`src/rtl/mem_access_unit.sv`:
```
// Memory-side access stage for the multi-cycle core: one request/ack transaction per
// controller access, with IR/MDR capture, a bounded wait and Stall back-pressure.
// Optional build macro MEM_ALIGN_CHECK_EN rejects word-misaligned accesses up front.
module mem_access_unit #(
  parameter int ADDR_W  = 32,
  parameter int DATA_W  = 32,
  parameter int TIMEOUT = 15
) (
  input  logic              clk,
  input  logic              reset,
  input  logic              MemRead,
  input  logic              MemWrite,
  input  logic              IorD,
  input  logic              IRWrite,
  input  logic [ADDR_W-1:0] PC,
  input  logic [ADDR_W-1:0] ALUOut,
  input  logic [DATA_W-1:0] WriteData,
  output logic              mem_req,
  output logic              mem_we,
  output logic [ADDR_W-1:0] mem_addr,
  output logic [DATA_W-1:0] mem_wdata,
  input  logic [DATA_W-1:0] mem_rdata,
  input  logic              mem_ack,
  output logic [DATA_W-1:0] Instruction,
  output logic [DATA_W-1:0] MemData,
  output logic              Stall,
  output logic              Done,
  output logic              BusErr
);

  localparam int CNT_W = $clog2(TIMEOUT + 1);
  localparam logic [CNT_W-1:0] LAST_WAIT = CNT_W'(TIMEOUT - 1);

  typedef enum logic [1:0] {
    IDLE = 2'd0,
    BUSY = 2'd1,
    DONE = 2'd2
  } state_t;

  state_t            state_q, state_d;
  logic [CNT_W-1:0]  count_q;
  logic              dest_q;
  logic              start;
  logic              misaligned;
  logic              issue;
  logic              reject;
  logic              complete;
  logic              abort;
  logic [ADDR_W-1:0] sel_addr;

  assign start    = MemRead | MemWrite;
  assign sel_addr = IorD ? ALUOut : PC;

`ifdef MEM_ALIGN_CHECK_EN
  assign misaligned = (sel_addr[1:0] != 2'b00);
`else
  assign misaligned = 1'b0;
`endif

  // NOTE: every output of this block gets a default before the case, so no path
  // leaves a signal unassigned and no latch can be inferred.
  always_comb begin
    state_d  = state_q;
    issue    = 1'b0;
    reject   = 1'b0;
    complete = 1'b0;
    abort    = 1'b0;
    Stall    = 1'b0;
    case (state_q)
      IDLE: begin
        if (start) begin
          Stall = 1'b1;
          if (misaligned) begin
            reject  = 1'b1;
            state_d = DONE;
          end else begin
            issue   = 1'b1;
            state_d = BUSY;
          end
        end
      end
      BUSY: begin
        Stall = 1'b1;
        // An ack in the final allowed cycle still completes normally.
        if (mem_ack) begin
          complete = 1'b1;
          state_d  = DONE;
        end else if (count_q == LAST_WAIT) begin
          abort   = 1'b1;
          state_d = DONE;
        end
      end
      DONE: state_d = IDLE;
      default: state_d = IDLE;
    endcase
  end

  // NOTE: sequential state uses non-blocking assignments so every register samples
  // the pre-edge values, independent of statement order.
  always_ff @(posedge clk) begin
    if (reset) state_q <= IDLE;
    else       state_q <= state_d;
  end

  always_ff @(posedge clk) begin
    if (reset) begin
      mem_req     <= 1'b0;
      mem_we      <= 1'b0;
      mem_addr    <= '0;
      mem_wdata   <= '0;
      Instruction <= '0;
      MemData     <= '0;
      Done        <= 1'b0;
      BusErr      <= 1'b0;
      count_q     <= '0;
      dest_q      <= 1'b0;
    end else begin
      Done <= (state_d == DONE);

      if (issue) begin
        mem_req   <= 1'b1;
        mem_addr  <= sel_addr;
        mem_we    <= MemWrite;
        mem_wdata <= WriteData;
        dest_q    <= IRWrite;
        count_q   <= '0;
      end else if (state_q == BUSY && !mem_ack) begin
        count_q <= count_q + CNT_W'(1);
      end

      if (complete || abort) mem_req <= 1'b0;

      if (complete && !mem_we) begin
        if (dest_q) Instruction <= mem_rdata;
        else        MemData     <= mem_rdata;
      end

      // Conflicting read+write requests are flagged but still proceed as a write.
      if ((issue && MemRead && MemWrite) || reject || abort) BusErr <= 1'b1;
    end
  end

endmodule

```
`config.mk`:
```
export PLATFORM = sky130hd
export DESIGN_NAME = mem_access_unit
export DESIGN_NICKNAME = d
export VERILOG_FILES = /design/src/rtl/mem_access_unit.sv
export SDC_FILE = /design/constraint.sdc
export NUM_CORES = 1
export LEC_CHECK = 0
export BUFFER_PORTS_ARGS = -buffer_cell sky130_fd_sc_hd__buf_4
export CORE_ASPECT_RATIO = 1.75
export CORE_MARGIN = 2
export CORE_UTILIZATION = 30
export CTS_CLUSTER_SIZE = 12
export DETAILED_ROUTE_END_ITERATION = 12
export PLACE_DENSITY = 0.6
export RECOVER_POWER = 25
export SLEW_MARGIN = 20
export SYNTH_ARGS = -nofsm -noshare
export SYNTH_HDL_FRONTEND = slang
export SYNTH_SLANG_ARGS = --single-unit
```
`constraint.sdc`:
```
create_clock -name clk -period 3 [get_ports clk]
set_input_delay 0.6 -clock clk [delete_from_list [all_inputs] [get_ports clk]]
set_output_delay 0.6 -clock clk [all_outputs]
set_load 0.005 [all_outputs]
```
## Yosys cells after proc, flatten, opt, wreduce, memory -nomap -nowiden

Index checks and enable logic that the tools add are counted.

- Bits in registers: 139
- Bits in latches: 0
- Bits in writable memories: 0
- ROM bits: 0
- Input port bits: 135
- Output and inout port bits: 133
- Logic and storage cells: 43
- Memories kept: 0

- Add/subtract/negate cells: 1
- $mul: 0
- Div/mod/pow operators: 0
- Order comparisons: 0
- Equal/unequal tests: 3
- Shifts and indexed selects: 0
- Multiplexer cells: 13
- Bitwise logic cells: 2
- Reductions and logical operators: 13

Operators with widths:

| operator | number |
|---|---|
| $mux W32 | 1 |
| $mux W1 | 7 |
| $mux W2 | 3 |
| $add A4 B1 Y4 const B | 1 |
| $eq A4 B4 Y1 const B | 1 |
| $logic_and A1 B1 Y1 | 4 |
| $pmux W2 S2 | 1 |
| $reduce_and A2 Y1 | 2 |
| $reduce_or A2 Y1 | 2 |
| $eq A2 B1 Y1 const B | 1 |
| $eq A2 B2 Y1 const B | 1 |
| $logic_not A1 Y1 | 2 |
| $logic_not A2 Y1 | 1 |
| $logic_or A1 B1 Y1 | 2 |
| $pmux W1 S2 | 1 |
| $not A1 Y1 | 1 |
| $or A1 B1 Y1 | 1 |

## Logic depth before layout (Yosys ltp)

Gate-level depths: netlist (run 1).

- Word-level depth: 6
- Gate-level depth with buffers: 6
- Gate-level depth less buffers: 5

## Worst setup path before layout (run 1)

No wires, ideal clock.

- Path type: input port to output port
- Start: input port MemWrite
- End: output port Stall
- Arrival: 1.403 ns
- Data required time: 2.400 ns
- Path slack: 0.997 ns
- Stages on the path: 5
- Buffers on the path: 2
- Path through: or2_2 buf_2 buf_1 nor2_1 nor2_1

- Longest elaborated chain between the ends: 3

RTL lines:

| item | line | source |
|---|---|---|
| start, declared | 12 | `input logic MemWrite,` |
| $or A1 B1 Y1 | 51 | `assign start = MemRead \| MemWrite;` |
| $mux W1 | 71 | `if (start) begin` |
| $pmux W1 S2 | 69 | `case (state_q)` |
| end, declared | 26 | `output logic Stall,` |

No other way between the ends.

## Worst setup path after layout (run 1)

- Start: register state_q[1]
- End: register mem_wdata[12]

- Longest elaborated chain between the ends: 2

RTL lines:

| item | line | source |
|---|---|---|
| start, declared | 40 | `state_t state_q, state_d;` |
| start signal, assigned | 102 | `else state_q <= state_d;` |
| $logic_not A2 Y1 | 69 |  |
| $mux W1 | 69 |  |
| end signal, assigned | 124 | `mem_wdata <= WriteData;` |
| end, declared | 21 | `output logic [DATA_W-1:0] mem_wdata,` |

No other way between the ends.
A chain may end at the register's enable or synchronous reset.

==> results of run 1 <==
layout by cell type (no fill, tap or decap), drive strengths merged, types with 2 or more instances in the layout:
cell      netlist  routed
nor3            2       2
nor2            9       9
bufinv          0       3
nand3          34      34
clkinv          0       6
mux2i          96      96
buf            25     220
a21oi          67      67
xnor2           2       2
ha              2       2
or2             2       2
nand2          98      98
a211oi         33      33
o21ai          36      36
inv             3       5
clkbuf         30      75
clkinvlp        0       2
dfxtp         139     139
kinds of logic after synthesis:
kind of cell / count (synthesis) / share of synthesized area, %
and+or+nand+nor: 154 / 12.11
adders and majority gates: 2 / 0.4527
xor gates and xnor gates: 2 / 0.3170
muxes: 96 / 17.39
DFF: 139 / 50.35
AOI/OAI and AO/OA: 140 / 14.49
buffers and inverters: 58 / 4.890
worst max-delay path, stage by stage (launching register included):
cell      delay, ns
dfxtp_1        0.50
or2_0          0.22
clkbuf_1       1.03
o21ai_0        0.19
a21oi_1        0.19
metal layers:
metal	GRT usage, %	up-vias	part of all wire [%]
met2	28.05	200	51
met4	7.584	0	2.4
li1	-	2544	-
met1	18.82	2269	40
met5	0	-	0
met3	4.112	24	6.3
power by group through the flow:
stage / Sequential (mW) / Combinational [mW] / Clock, mW
after global routing: 2.04 / 0.774 / 2.32
after CTS: 2.03 / 0.735 / 2.23
after detailed placement: 2.07 / 0.735 / 0
final: 2.03 / 0.704 / 2.17
after floorplan: 2.07 / 0.323 / 0
after global placement: 2.06 / 0.730 / 0
state kept, by name (all words and copies together) (netlist names):
name	flops
BusErr	1
mem_wdata	32
mem_we	1
count_q	4
mem_req	1
state_q	2
dest_q	1
Done	1
Instruction	32
MemData	32
mem_addr	32
layout make-up:
type	count	area (sq um)
inverters	3	11.26
clock buffers	18	439.2
clock inverters	13	167.7
multi-input cells	394	2490
well taps	234	292.8
fillers	1808	9828
flip-flops and latches	139	2783
repair buffers	277	2043
stage by stage:
step	total power, mW	hold slack (ns)
2_1_floorplan	2.392	0.4511
3_3_place_gp	2.794	0.4450
3_5_place_dp	2.802	0.4481
4_1_cts	4.993	0.4298
5_1_grt	5.132	0.4252
6_report	4.900	0.4436
worst max-delay path by stage:
stage                            endpoint  slack [ns]  cells past startpoint
after floorplan                     Stall         1.0                      5
after CTS                           Stall        1.01                      5
after global placement    Instruction[19]        0.99                      5
after detailed placement  Instruction[21]        0.95                      5
final                       mem_wdata[12]        0.79                      4
after global routing        mem_wdata[25]        0.50                      4
==> run summary, run 1 <==
Port Buffers -> 267
Vias in the first global route -> 4908
Status -> complete, no violations
Kind of critical path -> flop to flop
Top-area cell type share of the netlist area -> 50.35%
Die ar. -> 19570 sq um
Crit share post-route -> 73.66%
Ys Warns -> 0
Flop2flop setup slack -> 0.79 ns
Mapped Area -> 5527 sq um
Cell Area, Placed -> 7706 sq um
TritonRoute pass-1 iters -> 4
Initial antenna violation count -> 0
CP required -> 3.34 ns
Fin nets -> 969
Top-count cell post-synth -> dfxtp_1
Final Hold Viols -> 0
# Max-Cap Violations -> 0
Final core occ -> 45.56%
Final setup vio count -> 0
Final worst slack -> 0.7902 ns
Flops & latches, synth -> 139
CTS tree -> built
Worst hold start -> WriteData[7]
Post-CTS setup buffer count -> 0
WL/cell -> 15.18 um
Fraction of layout cells with a size suffix above 1 -> 34.83%
R2R depth -> 4
ANT nets after route -> 0
Remaining Overflow, GRT -> 0
Initial drt markers -> 257
First-pass GRT wire length -> 25.40 mm
Largest net degree at the start of global routing -> 97
Hold depth -> 3
Area Growth Syn to Fin -> 48.86%
H-Tree Depth -> 4
Dpl cells -> 1047
Post-Route WL -> 16.36 mm
Post-synth EDFFs -> 0
Pint -> 3.666 mW
Antenna cells -> 0
Reg-to-reg endpoint -> mem_wdata[12]
Sequential fraction of the synthesis area -> 50.35%
Crit path max fanout -> 34
Min Tclk post-route -> 2.210 ns
Fin cells -> 1078
Max Clock Skew -> 0.01134 ns
Startpoint type of the worst setup path -> flop
Final Max Tran Viols -> 0
Comb power frac -> 14.4%
RD Place Congestion -> 0.7775
Vias per cell -> 4.673
Clock power frac -> 44.3%
Peak supply drop -> 0.2877 mV
R2r startpoint -> state_q[1]
Cells after Synth -> 591
Pwr per Cell Area -> 595.6 nW/um^2
Hold_buf cts -> 0
Net Count, Synth -> 728
LEAKAGE -> 3.727 nW
Total global-route track usage -> 16.32%
Dpl ws -> 0.9471 ns
Avg Synthesized Cell Area -> 9.351 sq um
Clock Sinks -> 139
Count of cell types in the netlist -> 34
CTS Buffer Depth -> 2
Most common library cells after synthesis -> dfxtp_1, nand2_1, mux2i_1, a21oi_1, o21ai_0
Slew margin rel. -> 7.899%
Post-route cell area -> 8227 sq um
Tightest Hold Check Type -> input port to flop
Sequential share of power -> 41.3%
Area leader, netlist -> dfxtp_1
Sw Ratio -> 25.19%
RSZ-0062 raised after global routing -> no
Synth area leaders -> dfxtp_1, mux2i_1, nand2_1
Site row count -> 65
Dominant synthesized flop cell -> dfxtp_1
DRC Markers -> 0
NetSw -> 1.234 mW
Core area -> 18050 sq um
Die width -> 106.6 um
Worst skew pair latency -> 0.41 ns
Root Buffer -> clkbuf_16
Starting density of the core -> 30.61%
Ports -> 268
Kind of end point of the critical path -> flop
Post-CTS sizing -> 0
Post-synth ARST share -> 0%
Placed wire-length estimate -> 11.50 mm
Tightest Pin Transition -> 1.382 ns
Max Clock Freq -> 452.5 MHz
Launching element of the worst setup path -> state_q[1]
Die Span Y -> 183.6 um
Post-Route Setup TNS -> 0 ns
CTS Buf Count -> 17
Worst path arrival time -> 2.55 ns
Worst-path clk slew -> 0.07 ns
Hold Crit Endpoint -> mem_wdata[7]
Vias -> 5037
No activity file was read; power rests on OpenSTA's default activity.
==> run 2: changes to the inputs <==
--- a/config.mk
+++ b/config.mk
@@ -11,7 +11,7 @@
 export CORE_UTILIZATION = 30
 export CTS_CLUSTER_SIZE = 12
 export DETAILED_ROUTE_END_ITERATION = 12
-export PLACE_DENSITY = 0.6
+export PLACE_DENSITY = 0.62
 export RECOVER_POWER = 25
 export SLEW_MARGIN = 20
 export SYNTH_ARGS = -nofsm -noshare
==> constraint.sdc (replaced) <==
create_clock -name clk -period 1.9 [get_ports clk]
set_input_delay 0.38 -clock clk [delete_from_list [all_inputs] [get_ports clk]]
set_output_delay 0.38 -clock clk [all_outputs]
set_load 0.005 [all_outputs]
==> run summary, run 2 (synthesis results as in run 1) <==
Worst-path clk slew -> 0.06 ns (about the same)
Crit share post-route -> 82.81%
Worst path most repeated cell -> nor2_1
Die Span Y -> 183.6 um (unchanged)
WL/cell -> 15.07 um (-0.70%)
Total global-route track usage -> 16.52% (+0.20 points)
Clock Sinks -> 139 (unchanged)
Remaining Overflow, GRT -> 0 (unchanged)
Status -> complete, no violations
Worst path arrival time -> 1.19 ns (-1.36 ns)
Most frequent cells in the layout -> buf_4, dfxtp_1, nand2_1
Pwr per Cell Area -> 982.3 nW/um^2 (+65%)
Min Tclk post-route -> 1.573 ns
CTS Buf Count -> 17 (unchanged)
CTS tree -> built
Tightest Hold Check Type -> input port to flop
# Max-Cap Violations -> 0 (unchanged)
Fraction of layout cells with a size suffix above 1 -> 34.83% (about the same)
Initial antenna violation count -> 0 (unchanged)
Vias in the first global route -> 5018 (+2.2%)
Max Clock Freq -> 635.6 MHz
Hold slack -> 0.2262 ns (-0.2174 ns)
Kind of critical path -> flop to primary output
Final Max Tran Viols -> 0 (unchanged)
TritonRoute pass-1 iters -> 4 (unchanged)
LEAKAGE -> 3.787 nW (+1.6%)
Startpoint type of the worst setup path -> flop
Starting density of the core -> 30.61% (unchanged)
Largest net degree at the start of global routing -> 74 (-24%)
Ports -> 268 (unchanged)
H-Tree Depth -> 4 (unchanged)
Root Buffer -> clkbuf_16
Post-Route Setup TNS -> 0 ns (unchanged)
Peak supply drop -> 0.5907 mV (+110%)
Site row count -> 65 (unchanged)
Fin nets -> 971 (+0.21%)
Post-CTS setup buffer count -> 0 (unchanged)
Slew margin rel. -> 44.81% (+37 points)
Vias -> 5079 (+0.83%)
RSZ-0062 raised after global routing -> no
DRC Markers -> 0 (unchanged)
Slowest stage delay, CP -> 0.48 ns (-0.55 ns)
Worst skew pair latency -> 0.41 ns (about the same)
Top delay family on crit path -> flip-flops
Die ar. -> 19570 sq um (unchanged)
Kind of end point of the critical path -> primary output
Critical path buffers and inverters -> 1 (unchanged)
Max Clock Skew -> 0.006622 ns (-0.004718 ns)
Core area -> 18050 sq um (unchanged)
Post-CTS sizing -> 0 (unchanged)
Port Buffers -> 267 (unchanged)
Crit path max-delay cell type -> dfxtp_1
Antenna cells -> 0 (unchanged)
CTS Buffer Depth -> 2 (unchanged)
Crit path max fanout -> 8 (-76%)
Final core occ -> 46.27% (+0.71 points)
ANT nets after route -> 0 (unchanged)
Hold_buf cts -> 0 (unchanged)
First-pass GRT wire length -> 25.63 mm (+0.90%)
CP required -> 1.52 ns (-1.82 ns)
Vias per cell -> 4.698 (+0.55%)
Post-Route WL -> 16.29 mm (-0.43%)
RD Place Congestion -> 0.7865 (+1.2%)
Die width -> 106.6 um (unchanged)
Fillcell total -> 1774 (-1.9%)
Final Hold Viols -> 0 (unchanged)
Tightest Pin Transition -> 0.8278 ns (-0.5537 ns)
Crit-path cells -> nor2_1 -> nor2_1 -> buf_4
Commonest non-fill, non-tap cell in the layout -> buf_4
Final setup vio count -> 0 (unchanged)
Area Growth Syn to Fin -> 51.17%
Initial drt markers -> 232 (-9.7%)
Placed wire-length estimate -> 11.54 mm (+0.37%)
[run 2: area by class of cell]
cell class | instances | area (sq um) | share of cell area, %
timing repair buffer | 279 | 2087 | 24.98
inverter | 3 | 11.26 | 0.1348
tap | 234 | 292.8 | 3.505
clock inverter | 11 | 240.2 | 2.876
multi-input combinational | 394 | 2490 | 29.80
sequential | 139 | 2783 | 33.31
clock buffer | 21 | 450.4 | 5.392
[run 2: metrics by stage]
stage | total power, mW | instance area, sq um | setup slack, ns | cells
2_1_floorplan | 3.778 | 5527 | 0.3368 | 591
3_3_place_gp | 4.424 | 7746 | 0.3012 | 1049
3_5_place_dp | 4.435 | 7746 | 0.2637 | 1049
4_1_cts | 8.374 | 8437 | 0.2860 | 1081
5_1_grt | 8.578 | 8354 | 0.2278 | 1081
6_report | 8.207 | 8354 | 0.3267 | 1081
[run 2: tightest hold or removal path, cell delays in order]
cell     delay [ns]
buf_4          0.11
nand3_1        0.05
a21oi_1        0.05
[run 2: power breakdown]
| part | leakage [nW] | internal [mW] | total, mW | switching [mW] |
|---|---|---|---|---|
| sequential | 1.14 | 3.10 | 3.20 | 0.0977 |
| clock | 0.331 | 2.63 | 3.88 | 1.25 |
| combinational | 2.32 | 0.593 | 1.13 | 0.533 |
[run 2: final timing paths]
path	slack [ns]	end	start	cells after the start
worst min register to register	0.45	Instruction[28]	Instruction[28]	2
worst max register to register	0.36	Instruction[30]	state_q[0]	4
worst min-delay path	0.23	mem_wdata[30]	WriteData[30]	3
worst max-delay path	0.33	Stall	state_q[0]	3
[run 2: metal layers]
layer	global-route usage (%)	share of wire, %
met1	18.60	39
met2	28.48	51
met3	4.715	6.9
met4	7.740	3.2
met5	0	0
